==> src/rtl/pe_pkg.sv <==
// Shared types, default sizes and helpers for the MAC processing element.
//   dtype_e      : element data-type encodings
//   DEF_*        : default element width, lane count, accumulator width
//   lane_lsb()   : bit offset of a lane inside a packed operand bus
//   sat_limit()  : clamp value for a given accumulator width and mode
package pe_pkg;

  typedef enum logic [2:0] {
    DT_INT8  = 3'b011,
    DT_INT16 = 3'b100,
    DT_INT32 = 3'b101
  } dtype_e;

  localparam int unsigned DEF_DW    = 8;
  localparam int unsigned DEF_LANES = 4;
  localparam int unsigned DEF_ACC_W = 2 * DEF_DW + $clog2(DEF_LANES) + 16;

  // Widest accumulator the clamp helper can describe.
  localparam int unsigned MAX_ACC_W = 128;

  function automatic int unsigned lane_lsb(input int unsigned lane, input int unsigned dw);
    return lane * dw;
  endfunction

  // Unsigned: all ones. Signed: max positive, or min negative when neg is set.
  function automatic logic [MAX_ACC_W-1:0] sat_limit(input int unsigned w,
                                                     input logic        is_signed,
                                                     input logic        neg);
    logic [MAX_ACC_W-1:0] lim;
    lim = '0;
    for (int unsigned i = 0; i < MAX_ACC_W; i++) begin
      if (i + 1 < w)       lim[i] = !(is_signed && neg);
      else if (i + 1 == w) lim[i] = !is_signed || neg;
    end
    return lim;
  endfunction

endpackage

==> src/rtl/pe_mac_simd_lane_mul.sv <==
// One DW x DW multiplier lane with a registered 2*DW product.
//   clk, rst        : clock, synchronous active-high reset
//   en_i            : capture enable (low while the pipeline is stalled)
//   a_i, b_i        : operands
//   signed_mode_i   : 1 = operands are two's complement
//   prod_o          : registered product, 2*DW bits
module pe_lane_mul
  import pe_pkg::*;
#(
  parameter int unsigned DW = DEF_DW
) (
  input  logic            clk,
  input  logic            rst,
  input  logic            en_i,
  input  logic [DW-1:0]   a_i,
  input  logic [DW-1:0]   b_i,
  input  logic            signed_mode_i,
  output logic [2*DW-1:0] prod_o
);

  logic [2*DW-1:0] a_x;
  logic [2*DW-1:0] b_x;
  logic [2*DW-1:0] prod_d;
  logic [2*DW-1:0] prod_q;

  // Extending to 2*DW first makes the truncated product exact for both modes.
  assign a_x    = {{DW{signed_mode_i & a_i[DW-1]}}, a_i};
  assign b_x    = {{DW{signed_mode_i & b_i[DW-1]}}, b_i};
  assign prod_d = a_x * b_x;

  always_ff @(posedge clk) begin
    if (rst)       prod_q <= '0;
    else if (en_i) prod_q <= prod_d;
  end

  assign prod_o = prod_q;

endmodule

==> src/rtl/pe_mac_simd.sv <==
// SIMD multiply-accumulate processing element for a systolic array.
//   clk, rst                  : clock, synchronous active-high reset
//   in_valid/in_ready         : operand beat handshake
//   mat1, mat2                : packed row/column operands, lane i at [i*DW +: DW]
//   first, last, signed_mode  : per-beat dot-product framing and element mode
//   outp_row/outp_col/outp_valid : operands forwarded east/south, 1-cycle latency
//   result/result_valid/result_ready : held dot product, drained by handshake
//   ovf                       : overflow occurred within the held result
module pe_mac_simd
  import pe_pkg::*;
#(
  parameter int unsigned DW    = DEF_DW,
  parameter int unsigned LANES = DEF_LANES,
  parameter int unsigned ACC_W = 2 * DW + $clog2(LANES) + 16,
  parameter bit          SAT   = 1'b1
) (
  input  logic                clk,
  input  logic                rst,
  input  logic                in_valid,
  output logic                in_ready,
  input  logic [LANES*DW-1:0] mat1,
  input  logic [LANES*DW-1:0] mat2,
  input  logic                first,
  input  logic                last,
  input  logic                signed_mode,
  output logic [LANES*DW-1:0] outp_row,
  output logic [LANES*DW-1:0] outp_col,
  output logic                outp_valid,
  output logic [ACC_W-1:0]    result,
  output logic                result_valid,
  input  logic                result_ready,
  output logic                ovf
);

  logic stall_c;
  logic accept_c;

  logic [LANES*DW-1:0] row_q, col_q;
  logic                outp_valid_q;
  logic                s1_valid_q, s1_first_q, s1_last_q, s1_signed_q;
  logic [2*DW-1:0]     prod [LANES];

  logic [ACC_W-1:0] acc_q, acc_d;
  logic             acc_ovf_q, acc_ovf_d;
  logic [ACC_W-1:0] result_q, result_d;
  logic             result_valid_q, result_valid_d;
  logic             ovf_q, ovf_d;

  logic [ACC_W-1:0] sum_c;
  logic [ACC_W-1:0] base_c;
  logic [ACC_W:0]   add_c;
  logic             add_ovf_c;
  logic [ACC_W-1:0] acc_next_c;

  // A held, unconsumed result freezes the whole element.
  assign stall_c  = result_valid_q && !result_ready;
  assign accept_c = in_valid && !stall_c;
  assign in_ready = !stall_c;

  for (genvar i = 0; i < LANES; i++) begin : g_lane
    pe_lane_mul #(.DW(DW)) u_mul (
      .clk           (clk),
      .rst           (rst),
      .en_i          (!stall_c),
      .a_i           (mat1[lane_lsb(i, DW) +: DW]),
      .b_i           (mat2[lane_lsb(i, DW) +: DW]),
      .signed_mode_i (signed_mode),
      .prod_o        (prod[i])
    );
  end

  // S2: lane reduction, accumulate with mode-aware overflow and optional clamp.
  always_comb begin
    sum_c = '0;
    for (int unsigned i = 0; i < LANES; i++) begin
      sum_c = sum_c + {{(ACC_W-2*DW){s1_signed_q & prod[i][2*DW-1]}}, prod[i]};
    end
    base_c = s1_first_q ? '0 : acc_q;
    add_c  = {1'b0, base_c} + {1'b0, sum_c};
    if (s1_signed_q)
      add_ovf_c = (base_c[ACC_W-1] == sum_c[ACC_W-1]) && (add_c[ACC_W-1] != base_c[ACC_W-1]);
    else
      add_ovf_c = add_c[ACC_W];
    // Signed overflow needs equal operand signs, so the base sign picks the rail.
    if (SAT && add_ovf_c)
      acc_next_c = ACC_W'(sat_limit(ACC_W, s1_signed_q, base_c[ACC_W-1]));
    else
      acc_next_c = add_c[ACC_W-1:0];
  end

  // Next-state for accumulator and result; ovf drops when the result is drained.
  always_comb begin
    acc_d          = acc_q;
    acc_ovf_d      = acc_ovf_q;
    result_d       = result_q;
    result_valid_d = 1'b0;
    ovf_d          = 1'b0;
    if (s1_valid_q) begin
      acc_d     = acc_next_c;
      acc_ovf_d = (!s1_first_q && acc_ovf_q) || add_ovf_c;
      if (s1_last_q) begin
        result_d       = acc_next_c;
        result_valid_d = 1'b1;
        ovf_d          = acc_ovf_d;
      end
    end
  end

  always_ff @(posedge clk) begin
    if (rst) begin
      row_q          <= '0;
      col_q          <= '0;
      outp_valid_q   <= 1'b0;
      s1_valid_q     <= 1'b0;
      s1_first_q     <= 1'b0;
      s1_last_q      <= 1'b0;
      s1_signed_q    <= 1'b0;
      acc_q          <= '0;
      acc_ovf_q      <= 1'b0;
      result_q       <= '0;
      result_valid_q <= 1'b0;
      ovf_q          <= 1'b0;
    end else if (!stall_c) begin
      outp_valid_q <= accept_c;
      if (accept_c) begin
        row_q <= mat1;
        col_q <= mat2;
      end
      s1_valid_q     <= accept_c;
      s1_first_q     <= first;
      s1_last_q      <= last;
      s1_signed_q    <= signed_mode;
      acc_q          <= acc_d;
      acc_ovf_q      <= acc_ovf_d;
      result_q       <= result_d;
      result_valid_q <= result_valid_d;
      ovf_q          <= ovf_d;
    end
  end

  assign outp_row     = row_q;
  assign outp_col     = col_q;
  assign outp_valid   = outp_valid_q;
  assign result       = result_q;
  assign result_valid = result_valid_q;
  assign ovf          = ovf_q;

endmodule

==> config.mk <==
export PLATFORM = sky130hd
export DESIGN_NAME = pe_mac_simd
export DESIGN_NICKNAME = d
export VERILOG_FILES = /design/src/rtl/pe_pkg.sv /design/src/rtl/pe_mac_simd_lane_mul.sv /design/src/rtl/pe_mac_simd.sv
export SDC_FILE = /design/constraint.sdc
export NUM_CORES = 1
export LEC_CHECK = 0
export BUFFER_PORTS_ARGS = -buffer_cell sky130_fd_sc_hd__clkbuf_2
export CORE_MARGIN = 8
export CORE_UTILIZATION = 57
export DETAILED_ROUTE_END_ITERATION = 16
export PLACE_DENSITY = 0.89
export SLEW_MARGIN = 30
export SYNTH_ARGS = -nofsm -noshare
export SYNTH_HDL_FRONTEND = slang
export SYNTH_SLANG_ARGS = --single-unit
==> constraint.sdc <==
create_clock -name clk -period 7 [get_ports clk]
set_clock_uncertainty 0.2 [all_clocks]
set_input_delay 1.05 -clock clk [delete_from_list [all_inputs] [get_ports clk]]
set_output_delay 1.05 -clock clk [all_outputs]
set_load 0.1 [all_outputs]
==> metrics.md, run 1 <==
| Metric | Value |
|---|---|
| Logic pwr share | 75.3% |
| Clk buf depth | 3 |
| Reg2Reg Setup Slack | -0.02 ns |
| Worst R2R Path Depth | 32 |
| DRT Pass-1 Iters | 9 |
| Register bit total from synthesis | 203 |
| Final #Nets | 3203 |
| Final Hold Fails | 0 |
| Die Height | 211 um |
| Max-cap violations | 0 |
| Largest net degree at the start of global routing | 83 |
| Pwr/cell area | 503 mW/mm2 |
| Hold_sp | outp_row[24] |
| CP startpoint kind | flip-flop |
| Routed Antenna Nets | 0 |
| Internal power | 5.93 mW |
| Maximum VDD drop | 0.000404 V |
| Critical Path AT | 7.32 ns |
| Vias in the first global route | 19188 |
| Detailed Route WL | 57300 um |
| Global placement routability congestion | 0.923 |
| Register area share after synthesis | a little under a fifth |
| Crit Path Max Fanout | 8 |
| Placed Area | around 0.023 mm2 |
| Die area | between 0.04 and 0.05 mm2 |
| Via count | between 15000 and 20000 |
| TritonCTS clock tree | yes |
| Filler cell count | 2931 |
| Max-slew violation count | 0 |
| Hold slack | ~0.25 ns |
| WHS Path Cells | 2 |
| Setup violators final | 6 |
| DR iter-0 viols | 1443 |
| Final WS setup | -0.0224 ns |
| Syn Area/Cell | 8.43 um2 |
| Sw frac | between 50% and 60% |
| RR Startpoint | g_lane[2].u_mul.prod_o[2] |
| Largest stage delay, worst path | 0.61 ns |
| Commonest register cell after synthesis | dfxtp_1 |
| Worst skew pair latency | 0.57 ns |
| Post-DP HPWL | 42700 um |
| Post-synth EDFFs | 0 |
| Share of cells above drive strength 1 | 13.1% |
| Clock Power Share | 12.0% |
| RSZ-0062 raised after global routing | yes |
| Status | complete, but fails checks |
| CORE AREA | approximately 0.037 mm2 |
| Synth warn | 0 |
| Post-synth net total | 3095 |
| Sw Pwr | 6.18 mW |
| Fmax | 142 MHz |
| Tmin final | 7.02 ns |
| CP Data Required Time | 7.30 ns |
| Starting Density | 57.6% |
| Final total power | 12.1 mW |
| Synth unique cells | 73 |
| Area grow syn2layout | 11.5% |
| Mapped Area | 0.0216 mm2 |
| Fin area | 0.0241 mm2 |
| # clock sinks | 203 |
| Slew margin rel. | 46.5% |
| IO Pins | 173 |
| Slowest cell on crit path | fa_1 |
| Initial antenna violation count | 3 |
| Root buf cell | clkbuf_16 |
| Remaining global-route overflow | 0 |
| Hold EP | outp_row[24] |
| # port buffers | 172 |
| Global Route Usage Sum | 25.3% |
| Hold Path Class | flip-flop to flip-flop |
| Clk slew on worst S/H paths | 0.07 ns |
| P_leak | around 11 nW |
| Flop pwr share | between 10% and 20% |
| # hold bufs at CTS | 0 |
| CP Capture Type | flip-flop |
| WS Path Type | flip-flop to flip-flop |
| Cells after Synth | 2562 |
| Remaining DRCs | 0 |
| Global-route wire length before repair | 93100 um |
| Failing checks | negative setup slack |
| Vias per cell | 5.69 |
| Row count | 71 |
| CP most frequent cell | a21oi_2 |
| Final Cycle Share | 100% |
| H-tree levels | 1 |
| Actual slew at the worst max-slew pin | between 0.8 and 0.9 ns |
| Die width | roughly 210 um |
| TritonCTS buffer count | 25 |
| Routed len/inst | 17.9 um |
| Async SR Flop Fraction | 0% |
| Worst r2r dst | acc_q[12] |
==> state kept, by name, indices dropped and copies added (netlist names) <==
register	count
s1_first_q	1
result_valid	1
acc_q	34
ovf	1
outp_row	32
g_lane.u_mul.prod_o	64
s1_signed_q	1
s1_last_q	1
acc_ovf_q	1
result	34
outp_col	32
s1_valid_q	1
==> cell usage in the layout (no fill, tap or decap), types with 5 or more instances in the layout <==
master / synthesis / routed
nand2_1: 445 / 443
inv_1: 400 / 398
fa_1: 288 / 287
a21oi_1: 207 / 201
dfxtp_1: 203 / 198
clkbuf_2: 1 / 171
ha_1: 174 / 170
and2_1: 124 / 123
xnor2_1: 99 / 99
nor2_1: 87 / 82
a211oi_1: 51 / 48
buf_4: 0 / 45
nor2b_1: 41 / 39
or2_2: 29 / 29
nand3_1: 28 / 28
o21bai_1: 30 / 28
clkbuf_16: 0 / 26
a221o_1: 25 / 25
and3_1: 23 / 23
a21o_1: 20 / 20
xor2_1: 17 / 17
o21ai_0: 21 / 17
nand2b_1: 10 / 10
nor3_1: 10 / 9
a21oi_2: 1 / 7
o21a_1: 7 / 7
nand4_1: 7 / 7
o211ai_1: 6 / 6
bufinv_16: 0 / 5
clkbuf_8: 0 / 5
dfxtp_2: 0 / 5
==> how the worst max path moves through the flow <==
stage,startpoint,to
finish,g_lane[2].u_mul.prod_o[2],acc_q[12]
detailed placement,g_lane[0].u_mul.prod_o[2],result[18]
CTS,g_lane[0].u_mul.prod_o[2],acc_q[29]
global placement,g_lane[0].u_mul.prod_o[2],acc_q[27]
global route,g_lane[2].u_mul.prod_o[2],acc_q[4]
floorplan,g_lane[0].u_mul.prod_o[1],acc_q[10]
==> metrics by stage <==
stage / worst slack, ns / utilization (%) / cells / TNS, ns
floorplan: 0.315 / - / 2562 / 0
global placement: -0.127 / 60.7 / 3131 / -3.63
detailed placement: -0.189 / 60.8 / 3132 / -3.35
CTS: 0.0527 / 63.6 / 3188 / 0
global route: -0.194 / 64.2 / 3202 / -5.54
finish: -0.0224 / 64.2 / 3202 / -0.112
==> power by group through the flow <==
stage | clock network, mW | logic (mW) | registers (mW)
after floorplan | 0 | 6.33 | 1.83
after global placement | 0 | 8.19 | 1.55
after detailed placement | 0 | 8.48 | 1.55
after CTS | 1.46 | 8.68 | 1.54
after global routing | 1.51 | 10.1 | 1.56
final | 1.45 | 9.11 | 1.54
==> per-layer routing <==
metal	track usage, %	share of wire [%]	vias to the layer above
li1	-	-	8305
met1	30.8	39	8874
met2	43.6	49	865
met3	4.05	7.6	183
met4	11.6	4.6	2
met5	0	0.023	-
==> kinds of logic after synthesis <==
group | after synthesis | synth area share [%]
AO/OA/AOI/OAI | 413 | 12.4
AND/OR/NAND/NOR | 820 | 17.5
multiplexers | 4 | 0.191
adder cells (fa/ha/maj) | 463 | 36.8
buffers and inverters | 543 | 9.57
XOR/XNOR | 116 | 4.70
flip-flops | 203 | 18.8
==> repair_timing <==
item                                    CTS  global route
pin swaps                                 1            39
gates resized for setup                   9            39
gates cloned                              0             1
buffers inserted                         10            11
endpoints found under the setup margin   63            69
==> cell type report <==
cell class	count	area, um2	share of cell area (%)
Inverter	402	1510	6.27
Antenna cell	2	5.00	0.0208
Clock buffer	33	706	2.93
Multi-Input combinational cell	1816	15600	64.9
Clock inverter	13	213	0.884
Timing Repair Buffer	222	1310	5.42
Sequential cell	203	4070	16.9
Tap cell	511	639	2.66
==> Yosys cell counts, types with 3 or more instances <==
cell type / instances / area [um2]
xnor2_1: 99 / 867
o211ai_1: 6 / 45.0
and2_1: 124 / 776
nor2b_1: 41 / 257
nor2_1: 87 / 327
nand2b_1: 10 / 62.6
a211oi_1: 51 / 383
o31ai_1: 3 / 22.5
dfxtp_1: 203 / 4060
or3_1: 4 / 25.0
a21o_1: 20 / 150
buf_1: 12 / 45.0
o21bai_1: 30 / 225
a21oi_1: 207 / 1040
inv_1: 400 / 1500
o21ai_0: 21 / 105
o2111ai_1: 4 / 35.0
o22ai_1: 3 / 18.8
o21a_1: 7 / 52.6
mux2i_1: 3 / 30.0
nand2_1: 445 / 1670
a31oi_1: 5 / 31.3
and3_1: 23 / 144
clkbuf_1: 121 / 454
fa_1: 288 / 5770
ha_1: 174 / 2180
nand3_1: 28 / 140
a211o_1: 3 / 26.3
nor3_1: 10 / 50.1
xor2_1: 17 / 149
nand4_1: 7 / 43.8
or2_2: 29 / 181
buf_6: 3 / 33.8
a221o_1: 25 / 250
buf_2: 4 / 20.0
==> worst max-delay path: cells and delay by family, from the launching register on <==
family | cells | cell delay, ns
AO/OA/AOI/OAI | 15 | 2.83
AND/OR/NAND/NOR | 8 | 1.34
XOR/XNOR | 1 | 0.12
flip-flops | 1 | 0.34
buffers and inverters | 4 | 0.51
adder cells (fa/ha/maj) | 4 | 1.61
(Power assumes the default switching activity.)
==> run 2, diff against run 1 <==
RECOVER_POWER = 100   (was default)
TNS_END_PERCENT = 5   (was default)
==> run 2 against run 1 <==
  * Critical path type unchanged
  * Flip-flop and latch count unchanged
  * The flow finishes with violations (max-capacitance violations, max-slew violations)
  * First-iteration DRC count up 8.7%
  * Largest cell class unchanged
  * Worst hold slack worse by 0.0011 ns
==> metrics.md, run 2 (synthesized netlist as in run 1, its figures left out) <==
| Metric | Value |
|---|---|
| CP startpoint kind | flip-flop (unchanged) |
| H-tree levels | 1 (unchanged) |
| Largest net degree at the start of global routing | 83 (unchanged) |
| Area grow syn2layout | 10.7% (was 11.5%) |
| Final Hold Fails | 0 (unchanged) |
| Tmin final | 6.99 ns (was 7.02 ns) |
| P_leak | 11.1 nW (was 11.5 nW) |
| Root buf cell | clkbuf_16 (unchanged) |
| Remaining DRCs | 0 (unchanged) |
| Global-route wire length before repair | 93100 um (about the same) |
| Crit. path cell count | 32 (unchanged) |
| Post-layout util | 63.8% (was 64.2%) |
| Fmax | 143 MHz (was 142 MHz) |
| Initial antenna violation count | 3 (unchanged) |
| Clk buf depth | 3 (unchanged) |
| Status | complete, but fails checks (unchanged) |
| Fin area | 0.0239 mm2 (was 0.0241 mm2) |
| Commonest cells after routing, fill and taps aside | nand2_1, inv_1, fa_1 (unchanged) |
| Die width | 211 um (unchanged) |
| Critical Path AT | 7.29 ns (was 7.32 ns) |
| TritonCTS buffer count | 25 (unchanged) |
| Remaining global-route overflow | 0 (unchanged) |
| DRT Pass-1 Iters | 6 (was 9) |
| Max-slew violation count | 176 (was 0) |
| CP top delay family | compound AO/OA/AOI/OAI gates (unchanged) |
| Share of cells above drive strength 1 | 8.85% (was 13.1%) |
| Final total power | 12.0 mW (was 12.1 mW) |
| Detailed Route WL | 57000 um (was 57300 um) |
| CP endpoint | acc_q[12] (unchanged) |
| Die Height | 211 um (unchanged) |
| Global placement routability congestion | 0.923 (unchanged) |
| CP Capture Type | flip-flop (unchanged) |
| Worst skew pair latency | 0.57 ns (about the same) |
| Reg2Reg Setup Slack | 0.01 ns (was -0.02 ns) |
| RR Startpoint | g_lane[2].u_mul.prod_o[2] (unchanged) |
| Row count | 71 (unchanged) |
| Post-place setup slack | -0.189 ns (unchanged) |
| # clock sinks | 203 (unchanged) |
| Worst R2R Path Depth | 32 (unchanged) |
| Die area | 0.0444 mm2 (unchanged) |
| IO Pins | 173 (unchanged) |
| RSZ-0062 raised after global routing | yes (unchanged) |
| Filler cell count | 3007 (was 2931) |
| Placed Area | 0.0228 mm2 (unchanged) |
| Final Cycle Share | 99.8% (was 100%) |
| Actual slew at the worst max-slew pin | 3.33 ns (was 0.802 ns) |
| CP most frequent cell | a21oi_2 (unchanged) |
| Slowest cell on crit path | fa_1 (unchanged) |
| Global Route Usage Sum | 25.2% (was 25.3%) |
| Final WS setup | 0.0111 ns (was -0.0224 ns) |
| # hold bufs at CTS | 0 (unchanged) |
| Setup violators final | 0 (was 6) |
| Routed Antenna Nets | 0 (unchanged) |
| DR iter-0 viols | 1568 (was 1443) |
| Starting Density | 57.6% (unchanged) |
| Maximum VDD drop | 0.000398 V (was 0.000404 V) |
| Max reg flops | 64 (unchanged) |
| Crit path launch | g_lane[2].u_mul.prod_o[2] (unchanged) |
| Clk slew on worst S/H paths | 0.07 ns (about the same) |
| Failing checks | max-capacitance violations, max-slew violations (was negative setup slack) |
| TritonCTS clock tree | yes (unchanged) |
| Vias per cell | 5.65 (was 5.69) |
| Placed Instances | 3132 (unchanged) |
| # port buffers | 172 (unchanged) |
| Post-DP HPWL | 42700 um (unchanged) |
| Routed len/inst | 17.8 um (was 17.9 um) |
| Final #Nets | 3204 (was 3203) |
| Crit Path Max Fanout | 8 (unchanged) |
| Finished Layout Cells | 3203 (was 3202) |
| Vias in the first global route | 19238 (was 19188) |
| Largest stage delay, worst path | 0.60 ns (was 0.61 ns) |
| WS Path Type | flip-flop to flip-flop (unchanged) |
| Most common cell after layout, fill and taps aside | nand2_1 (unchanged) |
| Max-cap violations | 3 (was 0) |
| CP Data Required Time | 7.30 ns (about the same) |
| Pwr/cell area | 504 mW/mm2 (was 503 mW/mm2) |
| Worst r2r dst | acc_q[12] (unchanged) |
| Hold Path Class | flip-flop to flip-flop (unchanged) |
| CORE AREA | 0.0375 mm2 (unchanged) |
| Via count | 18086 (was 18229) |
| Setup Total Neg Slack | 0 ns (was -0.112 ns) |
| Hold slack | 0.251 ns (was 0.252 ns) |
| CP bufs+invs | 4 (unchanged) |
| Slew margin rel. | -122% (was 46.5%) |
[run 2: cell count changes in the layout (fill, tap and decap cells not counted), moves of 2 or more]
| cell | delta |
|---|---|
| clkbuf_1 | +109 |
| clkbuf_2 | -106 |
| and2_0 | +2 |
| buf_4 | -2 |
[run 2: timing repair]
action | CTS | global route
pin swaps | 1 | 33
gates resized for setup | 8 | 37
setup endpoints to repair | 63 | 70
setup buffers | 10 | 12
cloned | 0 | 1
[run 2: area by class of cell]
cell class | instances | area, um2 | share of cell area (%)
Tap cell | 511 | 639 | 2.67
Antenna cell | 2 | 5.00 | 0.0209
Multi-Input combinational cell | 1816 | 15600 | 65.2
Clock inverter | 13 | 213 | 0.890
Sequential cell | 203 | 4070 | 17.0
Timing Repair Buffer | 223 | 1170 | 4.89
Inverter | 402 | 1510 | 6.31
Clock buffer | 33 | 706 | 2.95
[run 2: how the worst min path moves through the flow]
stage / from / end / slack [ns] / cells after the start
after floorplan: g_lane[0].u_mul.prod_o[1] / g_lane[0].u_mul.prod_o[1] / 0.23 / 2
after global placement: g_lane[1].u_mul.prod_o[3] / g_lane[1].u_mul.prod_o[3] / 0.24 / 2
after global routing: g_lane[0].u_mul.prod_o[10] / g_lane[0].u_mul.prod_o[10] / 0.27 / 2
final: outp_row[24] / outp_row[24] / 0.25 / 2
after CTS: outp_col[26] / outp_col[26] / 0.25 / 2
after detailed placement: g_lane[0].u_mul.prod_o[11] / g_lane[0].u_mul.prod_o[11] / 0.25 / 2
[run 2: worst reg2reg max path: cells and delay by family (launching register included)]
kind / cells / cell delay (ns)
XOR/XNOR: 1 / 0.12
flip-flops: 1 / 0.34
buffers and inverters: 4 / 0.52
AND/OR/NAND/NOR: 8 / 1.35
AO/OA/AOI/OAI: 15 / 2.78
adder cells (fa/ha/maj): 4 / 1.61
[run 2: where the power goes]
part,internal (mW),switching (mW),total (mW)
Combinational,3.62,5.43,9.05
Sequential,1.40,0.147,1.54
Clock,0.897,0.551,1.45
[run 2: routing by layer]
layer	track usage [%]	vias up	routed length (um)
met4	11.6	2	2610
met5	0	-	13
li1	-	8302	-
met3	4.02	187	4380
met2	43.7	823	28000
met1	30.7	8772	22000
